File: src/rtl/reaction_timer_ctrl.sv
// reaction_timer_ctrl: top-level sequencer for the reaction-timer game.
// Derives ms and light-tick timing from clk, builds the start lights while the
// LFSR runs, holds for a random delay, then times the player's response in ms.
// Optional JUMP_START_EN: early response in LIGHTS/HOLD enters a FAULT state.
module reaction_timer_ctrl #(
  parameter int unsigned CLK_PER_MS   = 50000,
  parameter int unsigned MS_PER_TICK  = 500,
  parameter int unsigned N_LEDS       = 10,
  parameter int unsigned MIN_DELAY_MS = 250,
  parameter int unsigned MAX_MS       = 9999
) (
  input  logic              clk,
  input  logic              rst,
  input  logic              trigger,
  input  logic              response,
  input  logic [13:0]       lfsr_val,
  output logic              lfsr_en,
  output logic [N_LEDS-1:0] ledr,
  output logic [13:0]       result_ms,
  output logic              result_valid,
  output logic              busy,
  output logic              jump_start
);

  localparam int unsigned PW = (CLK_PER_MS > 1) ? $clog2(CLK_PER_MS) : 1;
  localparam int unsigned TW = (MS_PER_TICK > 1) ? $clog2(MS_PER_TICK) : 1;
  localparam logic [PW-1:0] PRESC_LAST = PW'(CLK_PER_MS - 1);
  localparam logic [TW-1:0] TICK_LAST  = TW'(MS_PER_TICK - 1);
  localparam logic [13:0]   COUNT_MAX  = 14'(MAX_MS);
  localparam logic [14:0]   DELAY_MIN  = 15'(MIN_DELAY_MS);

  typedef enum logic [2:0] {
    S_IDLE,
    S_LIGHTS,
    S_HOLD,
    S_GO,
    S_DONE
`ifdef JUMP_START_EN
    , S_FAULT
`endif
  } state_e;

  state_e            state_q, state_d;
  logic [PW-1:0]     presc_q, presc_d;
  logic [TW-1:0]     tick_q, tick_d;
  logic [14:0]       delay_q, delay_d;
  logic [13:0]       count_q, count_d;
  logic [N_LEDS-1:0] ledr_q, ledr_d;
  logic [13:0]       result_q, result_d;
  logic              valid_q, valid_d;
  logic              trig_prev_q, trig_prev_d;
  logic              resp_prev_q, resp_prev_d;

  logic trig_edge;
  logic resp_edge;
  logic ms_strobe;

  assign trig_edge = trigger & ~trig_prev_q;
  assign resp_edge = response & ~resp_prev_q;
  assign ms_strobe = (presc_q == PRESC_LAST);

  // Next-state, timing counters and registered outputs.
  always_comb begin
    state_d     = state_q;
    tick_d      = tick_q;
    delay_d     = delay_q;
    count_d     = count_q;
    ledr_d      = ledr_q;
    result_d    = result_q;
    valid_d     = valid_q;
    trig_prev_d = trigger;
    resp_prev_d = response;

    case (state_q)
      S_IDLE: begin
        if (trig_edge) begin
          state_d = S_LIGHTS;
          ledr_d  = '0;
          tick_d  = '0;
        end
      end
      S_LIGHTS: begin
`ifdef JUMP_START_EN
        if (resp_edge) begin
          state_d = S_FAULT;
          ledr_d  = '1;
        end else
`endif
        if (ms_strobe) begin
          if (tick_q == TICK_LAST) begin
            tick_d = '0;
            ledr_d = {ledr_q[N_LEDS-2:0], 1'b1};
            // Last light: latch the random hold delay in the same cycle.
            if (ledr_q[N_LEDS-2]) begin
              delay_d = {1'b0, lfsr_val} + DELAY_MIN;
              state_d = S_HOLD;
            end
          end else begin
            tick_d = tick_q + TW'(1);
          end
        end
      end
      S_HOLD: begin
`ifdef JUMP_START_EN
        if (resp_edge) begin
          state_d = S_FAULT;
          ledr_d  = '1;
        end else
`endif
        if (ms_strobe) begin
          if (delay_q <= 15'd1) begin
            ledr_d  = '0;
            count_d = '0;
            state_d = S_GO;
          end else begin
            delay_d = delay_q - 15'd1;
          end
        end
      end
      S_GO: begin
        if (resp_edge) begin
          result_d = count_q;
          valid_d  = 1'b1;
          state_d  = S_DONE;
        end else if (ms_strobe && (count_q != COUNT_MAX)) begin
          count_d = count_q + 14'd1;
        end
      end
      S_DONE: begin
        if (trig_edge) begin
          state_d = S_LIGHTS;
          valid_d = 1'b0;
          ledr_d  = '0;
          tick_d  = '0;
        end
      end
`ifdef JUMP_START_EN
      S_FAULT: begin
        if (trig_edge) begin
          state_d = S_LIGHTS;
          ledr_d  = '0;
          tick_d  = '0;
        end
      end
`endif
      default: state_d = S_IDLE;
    endcase

    // Prescaler restarts on every state change so each state's first ms is full.
    if ((state_d != state_q) || ms_strobe) presc_d = '0;
    else                                   presc_d = presc_q + PW'(1);
  end

  // State and datapath registers with synchronous reset.
  always_ff @(posedge clk) begin
    if (rst) begin
      state_q     <= S_IDLE;
      presc_q     <= '0;
      tick_q      <= '0;
      delay_q     <= '0;
      count_q     <= '0;
      ledr_q      <= '0;
      result_q    <= '0;
      valid_q     <= 1'b0;
      trig_prev_q <= 1'b1;
      resp_prev_q <= 1'b1;
    end else begin
      state_q     <= state_d;
      presc_q     <= presc_d;
      tick_q      <= tick_d;
      delay_q     <= delay_d;
      count_q     <= count_d;
      ledr_q      <= ledr_d;
      result_q    <= result_d;
      valid_q     <= valid_d;
      trig_prev_q <= trig_prev_d;
      resp_prev_q <= resp_prev_d;
    end
  end

  assign lfsr_en      = (state_q == S_LIGHTS);
  assign busy         = (state_q == S_LIGHTS) || (state_q == S_HOLD) || (state_q == S_GO);
  assign ledr         = ledr_q;
  assign result_ms    = result_q;
  assign result_valid = valid_q;
`ifdef JUMP_START_EN
  assign jump_start   = (state_q == S_FAULT);
`else
  assign jump_start   = 1'b0;
`endif

endmodule
File: config.mk
export PLATFORM = sky130hd
export DESIGN_NAME = reaction_timer_ctrl
export DESIGN_NICKNAME = d
export VERILOG_FILES = /design/src/rtl/reaction_timer_ctrl.sv
export SDC_FILE = /design/constraint.sdc
export NUM_CORES = 1
export LEC_CHECK = 0
export CAP_MARGIN = 20
export CORE_MARGIN = 2
export CORE_UTILIZATION = 48
export CTS_CLUSTER_SIZE = 14
export DETAILED_ROUTE_END_ITERATION = 8
export GPL_ROUTABILITY_DRIVEN = 0
export GPL_TIMING_DRIVEN = 0
export PLACE_DENSITY_LB_ADDON = 0.08
export SETUP_SLACK_MARGIN = 0.4
export SLEW_MARGIN = 20
export SYNTH_ARGS = -nofsm -noshare
export SYNTH_HDL_FRONTEND = slang
export SYNTH_SLANG_ARGS = --single-unit
File: constraint.sdc
create_clock -name clk -period 5.9 [get_ports clk]
set_clock_uncertainty 0.2 [all_clocks]
set_input_delay 0.885 -clock clk [delete_from_list [all_inputs] [get_ports clk]]
set_output_delay 0.885 -clock clk [all_outputs]
set_load 0.02 [all_outputs]
==> results.md, run 1 <==
- The run finished with clean final reports.
- For the pin with the worst max-slew slack, the measured transition is between 0.9 and 1 ns.
- Counting flops and latches in the post-synthesis netlist gives 84.
- The worst IR drop on VDD is roughly 0.00012 V.
- Yosys mapped a number of flops with a built-in enable equal to 0.
- The post-cts sizing count is 0.
- The clock input transition at the sequential cells of the worst setup and hold paths is ~0.090 ns.
- The fraction of synthesized area in multiplexers is 0%.
- The worst hold-check slack is roughly 0.26 ns.
- The synthesized netlist devotes under 10% of its cell area to XOR and XNOR gates.
- For the final routed database, the setup TNS stands at 0 ns.
- The number of top-level pins is 46.
- A synthesized cell averages between 8 and 9 um2.
- The adder-cell share of the synthesized area is 1.735%.
- The proportion of layout cells with a drive suffix above 1 is slightly above 7%.
- The type of the most critical hold path is reg -> reg.
- The nature of the critical path endpoint is an output port.
- In this run the tool buffered the top-level ports with 44 buffer cells.
- Relative to the synthesized area, the layout overhead comes to 17.98%.
- Setup violations remaining at the end of the flow were counted as 0.
- By area, the combinational part of the netlist is dominated by simple AND/OR/NAND/NOR gates.
- The remaining antenna violation count is 0.
- The total overflow left after global routing is 0.
- Setup repair after global routing left no endpoint under its margin.
- The effective utilization at floorplan is ~50%.
- The all-layer global routing usage is approximately 21%.
- The largest buffer count on any clock path is 2.
- The count of nets after finishing is 615.
- The detailed placement HPWL is between 7000 and 8000 um.
- The H-tree depth is 3.
- The share of the synthesized area in compound gates (AO/OA/AOI/OAI) is ~18%.
- The number of warnings issued by yosys is 0.
- In this run the clock root is driven by a clkbuf_8.
- The total via count after detailed routing is ~3,900.
- The worst endpoint required time is just under 5 ns.
- The number of instances in the synthesized netlist is 536.
- The die width is about 100 um.
- Entering global routing, the biggest net connects 15 pins.
- The shortest period the worst path allows is 3.269 ns.
- Along the worst path, the maximum fanout reaches 10.
- The final core area utilization is between 50% and 60%.
- The final count of hold timing violations came to 0.
- TritonCTS built the clock tree.
- The total iterations of the first detailed-routing run is 4.
- The repair_antennas step left the layout with diodes totalling 0.
- The wire length of the first global-routing pass is ~17,000 um.
- The detailed router finished its first iteration with about 130 violations.
- The total power density per cell area is between 200 and 250 nW/um2.
- In this run, post-CTS hold repair placed 0 buffers.
- The number of pins with negative max-slew slack in the final report is 0.
- The buffers inserted during post-CTS setup optimization is 0.
- The data arrival time of the worst path is ~2.2 ns.
- The per-cell via count in the routed design is around 5.5.
- STA classifies the critical path startpoint as a flip-flop.
- The area enclosed by the die boundary is about 9800 um2.
- The worst pin sits at a relative slew slack of 39.47%.
- The detail-routed net length per standard cell is between 10 and 15 um.
- The sequential share of the synthesized area is 38.86%.
- Among all flip-flop cells after synthesis, the most frequent one is dfxtp_1.
- The net count after synthesis is 560.
- The clock sink count is 84.
- The synthesized area is between 4000 and 5000 um2.
- Total power for the finished layout comes to about 1.1 mW.
- The analysis attributes to cell leakage a power of 1.641 nW.
- The core region area is roughly 8700 um2.
- After Yosys synthesis, and, or, nand and nor cells account for ~29% of the synthesized area.
- The height of the chip is 98.96 um.
- The number of unique standard cell types used by synthesis is 55.
- The kind of critical path is reg -> out.
- The total wire length is slightly below 10,000 um.
- Dividing the final minimum period by the clock period gives between 50% and 60%.
- The upper clock frequency limit is 305.9 MHz.
- At the later pin of the worst-skew pair, clock insertion delay measures about 0.35 ns.
- The number of antenna violations at the first check in global routing is 0.
- In the routed design, unresolved DRC markers number 0.
- The via count of the first global-routing pass is approximately 3,600.
- The number of clock buffers added by TritonCTS is 9.
- The async set-reset flop share out of synthesis is 0%.
- After floorplanning, the core was divided into 34 placement rows.
- The tool flagged a number of max-cap violations equal to 0.
-- worst max-delay path, cell delays in order, from the launching register on --
cell and delay [ns]:
dfxtp_1 0.48, clkbuf_1 0.38, nor2_1 0.18, nor2_1 0.17
clkdlybuf4s50_1 0.63
-- state kept, by name, indices dropped and copies added (netlist names) --
name / count
count_q: 14
delay_q: 15
ledr: 10
presc_q: 16
resp_prev_q: 1
result_ms: 14
result_valid: 1
state_q: 3
tick_q: 9
trig_prev_q: 1
-- kinds of logic after synthesis --
kind of cell,count (synthesis)
AND/OR/NAND/NOR,243
other,1
adder cells (fa/ha/maj),6
AO/OA/AOI/OAI,117
flip-flops,84
XOR/XNOR,43
buffers and inverters,42
-- area by class of cell --
type | count | area (um2)
inverters | 15 | 56.30
multi-input cells | 410 | 2470
clock inverters | 5 | 60.06
well taps | 108 | 135.1
repair buffers | 44 | 440.4
fillers | 824 | 3615
clock buffers | 11 | 141.4
flip-flops and latches | 84 | 1682
plain buffers | 27 | 121.4
-- final timing paths --
path,start,to,slack [ns],depth (start not counted)
worst max-delay path,state_q[1]$_SDFF_PP0_,busy,2.63,4
worst min-delay path,presc_q[0]$_SDFF_PP0_,presc_q[0]$_SDFF_PP0_,0.26,1
worst max register to register,presc_q[0]$_SDFF_PP0_,delay_q[4]$_SDFFE_PP0P_,3.21,9
worst min register to register,presc_q[0]$_SDFF_PP0_,presc_q[0]$_SDFF_PP0_,0.26,1
-- routing by layer --
layer,up-vias,global-route usage (%),part of all wire (%)
li1,1981,-,-
met1,1816,26.49,46
met2,70,35.50,49
met3,12,3.262,3.6
met4,0,7.165,1.4
met5,-,0,0
-- cell usage after synthesis (6+ instances only) --
library cell / number / area [um2]
or3_1: 6 / 37.54
or3b_1: 8 / 70.07
nand3_1: 25 / 125.1
xnor2_1: 33 / 289.0
nand2_1: 79 / 296.5
dfxtp_1: 84 / 1682
nand2b_1: 6 / 37.54
nand4_1: 8 / 50.05
a21oi_1: 56 / 280.3
buf_2: 7 / 35.03
and3_1: 8 / 50.05
o21ai_0: 27 / 135.1
nor4_1: 7 / 43.79
clkbuf_1: 16 / 60.06
inv_1: 15 / 56.30
nor3_1: 8 / 40.04
nor2_1: 64 / 240.2
ha_1: 6 / 75.07
xor2_1: 10 / 87.58
-- cell usage in the layout (no fill, tap or decap), types with 3 or more instances in the layout --
master	instances
nand2_1	79
o22ai_1	4
or3b_1	8
o31ai_1	3
a211oi_1	5
inv_1	15
nor2b_1	3
clkbuf_1	17
a21o_1	3
dfxtp_1	84
nor3_1	8
xor2_1	10
clkdlybuf4s50_1	44
or3_1	6
ha_1	6
buf_2	7
a21oi_1	56
xnor2_1	33
clkbuf_8	10
a2111oi_4	5
and3_1	8
or2_2	4
a31oi_1	4
nor4_1	7
nand2b_1	6
nand4_1	8
nor2_1	64
nand3_1	25
o21ai_0	27
-- metrics by stage --
| step | cell area, um2 | instances | worst slack, ns |
|---|---|---|---|
| 2_1_floorplan | 4328 | 536 | 3.238 |
| 3_5_place_dp | 4905 | 688 | 2.591 |
| 6_report | 5106 | 704 | 2.631 |
| 5_1_grt | 5106 | 704 | 2.496 |
| 3_3_place_gp | 4903 | 688 | 2.369 |
| 4_1_cts | 5106 | 704 | 2.637 |
-- where the power goes --
group | internal [mW] | leakage [nW] | total, mW | switching (mW)
sequential | 0.570 | 0.678 | 0.572 | 0.00202
combinational | 0.0279 | 0.863 | 0.0666 | 0.0387
clock | 0.209 | 0.0999 | 0.428 | 0.218
total | 0.807 | 1.64 | 1.07 | 0.259
Power figures use the tool's default switching activity.
==> run 2: changes to the inputs <==
==> constraint.sdc (replaced) <==
create_clock -name clk -period 3.15 [get_ports clk]
set_clock_uncertainty 0.2 [all_clocks]
set_input_delay 0.4725 -clock clk [delete_from_list [all_inputs] [get_ports clk]]
set_output_delay 0.4725 -clock clk [all_outputs]
set_load 0.02 [all_outputs]
==> run 2 against run 1 <==
  * Power grew 87%
  * Routed wire length grew 0.65%
  * Largest cell class unchanged
  * Cell count is the same
  * Register-to-register slack lost 2.6 ns
  * Setup slack lost 2.1 ns
  * Final area grew 0.20%
  * Die area is the same
  * Combinational power grew 88%
  * Highest routed layer unchanged
  * Utilization grew 0.11 points
==> results.md, run 2 (synthesis gave the netlist of run 1 again) <==
- The total wire length is 9963 um.
- The core region area is 8721 um2.
- In the routed layout, each cell is associated on average with a via count of 5.511.
- The fill cell total of the finished layout is between 800 and 900.
- The repair_antennas step left the layout with diodes totalling 0.
- The total overflow left after global routing is 0.
- The final core area utilization is between 50% and 60%.
- In this run the vertical extent of the chip is around 99 um.
- The all-layer global routing usage is 20.73%.
- The worst hold path cell count is 1.
- The detailed placement HPWL is 7232 um.
- The largest registers in the layout are presc_q x16, delay_q x15.
- The clock sink count is 84.
- The H-tree depth is 3.
- The worst hold path begins at presc_q[0]$_SDFF_PP0_.
- The worst reg-to-reg setup slack is about 0.63 ns.
- The die covers 9792 um2.
- At the pin with the least slew margin, the transition time is 0.9077 ns.
- The post-placement worst setup slack is 0.2534 ns.
- TritonCTS built the clock tree.
- The final count of hold timing violations came to 0.
- The number of pins with negative max-slew slack in the final report came to 0.
- The data arrival time of the worst path is between 1.5 and 2 ns.
- Max-cap violations in this run came to 0.
- The first global-routing pass estimated around 17,000 um of wire.
- The depth of the most critical reg-to-reg path is 9.
- In this run the worst hold path is classified as reg -> reg.
- The number of buffers inserted by port buffering is 44.
- In this run the remaining antenna-violating nets after routing total 0.
- The total of endpoints with negative setup slack in the final report is 0.
- After detailed routing, the number of remaining DRC violations is 0.
- The total power density per cell area is 390.3 nW/um2.
- The normalized max-slew margin is between 30% and 40%.
- After clock tree synthesis, the clock-pin slew on the worst setup and hold paths is approximately 0.09 ns.
- The top cell types in the final layout, fill and taps aside, are dfxtp_1 (83), nand2_1 (79), nor2_1 (63), a21oi_1 (56), clkdlybuf4s50_1 (44).
- During I/O placement, the number of pins put on the boundary was 46.
- The kind of critical path is reg -> out.
- The flip-flop count of the largest register, all copies and words added is 16.
- The smallest clock period supported by the final layout is computed as roughly 2.6 ns.
- The number of antenna violations at the first check in global routing came to 0.
- Once the floorplan was initialized, standard cells occupied between 40% and 50% of the core.
- The commonest non-fill, non-tap cell in the layout is dfxtp_1.
- Timing would allow up to ~390 MHz.
- The endpoint of the lowest-slack register-to-register path is delay_q[10]$_SDFFE_PP0P_.
- In this run, the number of DRC markers left after iteration 0 of detailed routing was ~160.
- More flip-flops sit in one register than any other, and that register is presc_q.
- The final worst slack is between 0.5 and 0.6 ns.
- Setup repair after global routing left no endpoint under its margin.
- Dividing the detail-routed wire length by the instance count gives 14.15 um.
- Across the VDD grid, the largest voltage drop is between 0.0002 and 0.00025 V.
- Entering global routing, the biggest net connects 15 pins.
- Buffers inserted during clock tree synthesis total 9.
- The final critical path takes up between 80% and 90% of the cycle.
- The static leakage is roughly 1.6 nW.
- The path with the worst hold slack has its endpoint at presc_q[0]$_SDFF_PP0_.
- STA classifies the critical path startpoint as a flip-flop.
- The startpoint identified for the worst register-to-register timing path is presc_q[0]$_SDFF_PP0_.
- The total iterations of the first detailed-routing run is 4.
- The die width is between 90 and 100 um.
- The worst setup path is captured at an output port.
- The total via count after detailed routing is around 3,900.
- The area taken by flip-flops and latches is between 1500 and 2000 um2.
- The row count is 34.
- The multi-input logic area is roughly 2500 um2.
- Setup total negative slack on the finished layout was measured at 0 ns.
- The largest buffer count on any clock path is 2.
- Data on the critical path is required at its endpoint by roughly 2.5 ns.
- The via count of the first global-routing pass is 3,594.
- The tree is rooted in a clkbuf_8.
- Of the cells placed in the final design, the portion with a size suffix greater than 1 is 7.886%.
- Compared with the post-synthesis result, the final layout area differs by 18.21%.
- The buffers inserted during post-CTS setup optimization is 0.
- The count of nets after finishing is about 600.
- For the worst-skew pair, the clock arrives at the later sink with an insertion delay of approximately 0.35 ns.
- The largest fanout on the critical path is 10.
- The flow ran to the end, and the final reports show no timing, DRC or antenna violations.
-- run 2: changes by cell type in the layout (fill, tap and decap cells not counted), sizes merged --
cell / delta
buf: +1
clkbuf: -1
-- run 2: worst max-delay path by stage --
stage	start	end	slack (ns)	cells past startpoint
2_1_floorplan	lfsr_val[1]	delay_q[12]$_SDFFE_PP0P_	0.90	5
3_3_place_gp	lfsr_val[1]	delay_q[12]$_SDFFE_PP0P_	0.03	6
4_1_cts	state_q[1]$_SDFF_PP0_	busy	0.46	4
5_1_grt	presc_q[0]$_SDFF_PP0_	ledr[7]$_SDFFE_PP0P_	0.40	9
3_5_place_dp	lfsr_val[1]	delay_q[12]$_SDFFE_PP0P_	0.25	6
6_report	state_q[1]$_SDFF_PP0_	busy	0.57	4
-- run 2: where the power goes --
part	switching, mW	internal (mW)
sequential	0.00375	1.07
combinational	0.0727	0.0524
clock	0.409	0.392
-- run 2: worst max-delay path: stages, from the launching register on --
cell             delay, ns
dfxtp_2               0.41
buf_2                 0.24
nor2_1                0.13
nor2_1                0.15
clkdlybuf4s50_1       0.62
-- run 2: timing repair --
item	CTS	global route
pin swaps	0	1
setup endpoints to repair	1	26
hold buffers	0	0
gates resized for setup	1	6
-- run 2: metrics by stage --
step | power, mW | instance area, um2 | hold WS [ns] | cells
floorplan | 1.167 | 4328 | 0.2132 | 536
global placement | 1.219 | 4903 | 0.2275 | 688
detailed placement | 1.221 | 4905 | 0.2366 | 688
CTS | 2.012 | 5107 | 0.2555 | 704
global route | 2.071 | 5116 | 0.2832 | 704
finish | 1.997 | 5116 | 0.2563 | 704
-- run 2: final cells by class --
type	count	share of cell area, %
clock buffer	11	2.764
clock inverter	5	1.174
multi-input combinational	410	48.40
buffer	27	2.421
timing repair buffer	44	8.608
tap	108	2.641
sequential	84	32.89
inverter	15	1.101
-- run 2: routing by layer --
metal	wire, um	GRT usage, %	part of all wire (%)	vias to the layer above
met2	4865	35.50	49	73
met5	0	0	0	-
met4	129	7.165	1.3	0
li1	-	-	-	1975
met3	359	3.262	3.6	11
met1	4608	26.49	46	1821
==> run 3: changes to the inputs <==
==> constraint.sdc (replaced) <==
create_clock -name clk -period 2.6 [get_ports clk]
set_clock_uncertainty 0.2 [all_clocks]
set_input_delay 0.39 -clock clk [delete_from_list [all_inputs] [get_ports clk]]
set_output_delay 0.39 -clock clk [all_outputs]
set_load 0.02 [all_outputs]
==> run 3 against run 2 <==
  * Sequential cell count is the same
  * Final area grew 12%
  * Critical path depth grew 3
  * Via count rose by 4.3%
  * Sequential share of layout area is 3.0 points lower
  * Utilization is 6.8 points higher
  * Routed wire length up 9.6%
  * Count of clock-buffer cells in the layout is 1 lower
  * Largest cell class unchanged
==> results.md, run 3 (synthesis gave the netlist of run 1 again) <==
- The run finished with clean final reports.
- The post-placement worst setup slack is -0.1809 ns.
- The data arrival time of the worst path is around 2.4 ns.
- Dividing the detail-routed wire length by the instance count gives ~15 um.
- The global routing stage identified its most utilized layer as met2.
- The library cells used most frequently in the layout, excluding fill and tap cells, are nand2_1 (77), dfxtp_1 (68), nor2_1 (60), a21oi_1 (49), clkdlybuf4s50_1 (42).
- Counting along the longest clock path gives a buffer depth of 2.
- In the global route stage, met1 resource usage came out at between 20 and 30%.
- The number of pins with negative max-slew slack in the final report is 0.
- The slew of the pin with the lowest slew margin is 0.7184 ns.
- In this run the number of H-tree levels came out at 3.
- TritonCTS built the clock tree.
- In this run the remaining antenna-violating nets after routing total 0.
- Global routing consumed, on the met2 layer, 35.97% of the routing resources.
- The worst IR drop on VDD is about 0.00030 V.
- The all-layer global routing usage is 21.64%.
- The worst endpoint required time is between 2 and 3 ns.
- The effective utilization at floorplan is 49.63%.
- The total power density per cell area is about 440 nW/um2.
- The final critical path takes up 88.58% of the cycle.
- The count of nets after finishing is between 600 and 700.
- The max-capacitance violation count is 0.
- The via count of the first global-routing pass is 3,783.
- The core region is about 8700 um2.
- The register with the highest flop count is presc_q.
- The type of the most critical hold path is reg -> reg.
- The number of top-level pins is 46.
- Measured against its own limit, the worst slew margin works out to between 50 and 60%.
- The area enclosed by the die boundary is roughly 9800 um2.
- The finished layout cell area is ~5700 um2.
- The per-cell via count in the routed design is roughly 5.6.
- The number of buffers created by CTS is 9.
- The first global-routing pass estimated between 15,000 and 20,000 um of wire.
- Across all hold checks on the routed design, the worst slack comes to between 0.2 and 0.3 ns.
- After layout, the design draws a total of between 2 and 3 mW.
- The total iterations of the first detailed-routing run is 5.
- Setup violations remaining at the end of the flow were counted as 0.
- The clock sink count is 84.
- The library cell used most frequently in the layout, excluding fill and tap cells, is nand2_1.
- Setup total negative slack on the finished layout was measured at 0 ns.
- The upper clock frequency limit is approximately 430 MHz.
- The register with the most flip-flops in the layout has 16 of them.
- The detailed placement HPWL is 7340 um.
- The clock input transition at the sequential cells of the worst setup and hold paths is ~0.090 ns.
- The number of buffers inserted by port buffering is 44.
- The number of remaining DRC errors is 0.
- Setup repair after global routing could not meet its margin everywhere.
- The height of the chip is 98.96 um.
- For met3 alone, demand over resource in global routing was between 2 and 3%.
- The root buffer selected by CTS is clkbuf_8.
- The static leakage is between 1.5 and 2 nW.
- The final layout contains routed wiring with a total length of roughly 11,000 um.
- The largest registers in the layout are presc_q x16, delay_q x15.
- Once placement completed, the tool counted placed cells totaling just under 700.
- The antenna diode count is 0.
- The maximum number of pins on one net before global-route repair is 15.
- The later pin in the worst-skew pair is clocked with a latency of ~0.36 ns.
- The largest fanout on the critical path is 5.
- The area after detailed placement is 4907 um2.
- The die width is a little under 100 um.
- The final route contains ~4,000 vias.
- Across all setup checks in the final design, the least slack found is 0.2969 ns.
- The aggregate global routing overflow is 0.
- The area growth from synthesis to layout is 31.92%.
- The final count of hold timing violations is 0.
- The shortest period the worst path allows is between 2 and 2.5 ns.
- The proportion of layout cells with a drive suffix above 1 is between 20% and 30%.
- The final core area utilization is roughly two thirds.
- The nature of the critical path endpoint is a flip-flop.
- The post-layout instance count excluding filler cells is roughly 730.
- The kind of critical path is reg -> reg.
- The startpoint class of the critical path is a flip-flop.
- After the first detailed-routing iteration, the DRC count stood at about 140.
- The row count is 34.
- The number of antenna violations at the first check in global routing is 0.
==> run 3: cell count changes in the layout (fill, tap and decap cells not counted), sizes merged <==
cell and delta:
clkbuf +2, buf +20, dlygate4sd2 +2, bufinv +1, clkinv -1, clkdlybuf4s50 -2
==> run 3: worst max-delay path, stage by stage, from the launching register on <==
cell       delay, ns
dfxtp_2         0.34
nor4_4          0.38
o2111ai_4       0.21
o31ai_4         0.28
nand3_2         0.15
buf_6           0.16
or3b_4          0.36
a21oi_2         0.14
==> run 3: worst paths after layout <==
| check | slack, ns | from | cells after the start | endpoint |
|---|---|---|---|---|
| max reg2reg | 0.30 | delay_q[5]$_SDFFE_PP0P_ | 7 | ledr[3]$_SDFFE_PP0P_ |
| min reg2reg | 0.26 | result_ms[6]$_SDFFE_PP0P_ | 2 | result_ms[6]$_SDFFE_PP0P_ |
| min | 0.26 | result_ms[6]$_SDFFE_PP0P_ | 2 | result_ms[6]$_SDFFE_PP0P_ |
| max | 0.30 | delay_q[5]$_SDFFE_PP0P_ | 7 | ledr[3]$_SDFFE_PP0P_ |
==> run 3: where the power goes <==
part / leakage (nW) / switching (mW) / internal (mW)
Sequential: 0.686 / 0.00592 / 1.29
Clock: 0.109 / 0.495 / 0.568
Combinational: 1.10 / 0.0974 / 0.0781
==> run 3: area by class of cell <==
| cell class | count | area (um2) |
|---|---|---|
| Multi-Input combinational cell | 410 | 2745 |
| Buffer | 27 | 187.7 |
| Clock buffer | 10 | 137.6 |
| Sequential cell | 84 | 1707 |
| Fill cell | 753 | 3012 |
| Timing Repair Buffer | 67 | 655.6 |
| Tap cell | 108 | 135.1 |
| Inverter | 15 | 56.30 |
| Clock inverter | 5 | 85.08 |
==> run 3: layer usage <==
| layer | wire (um) | vias to the layer above |
|---|---|---|
| met2 | 5307 | 83 |
| li1 | - | 2019 |
| met3 | 400 | 22 |
| met1 | 4984 | 1923 |
| met5 | 0 | - |
| met4 | 227 | 0 |
==> run 3: repair_timing <==
action	4_1_cts	5_1_grt
setup buffers	15	6
setup endpoints to repair	62	64
pin swaps	21	16
resized for setup	61	50
cloned	1	1
hold buffers	0	0
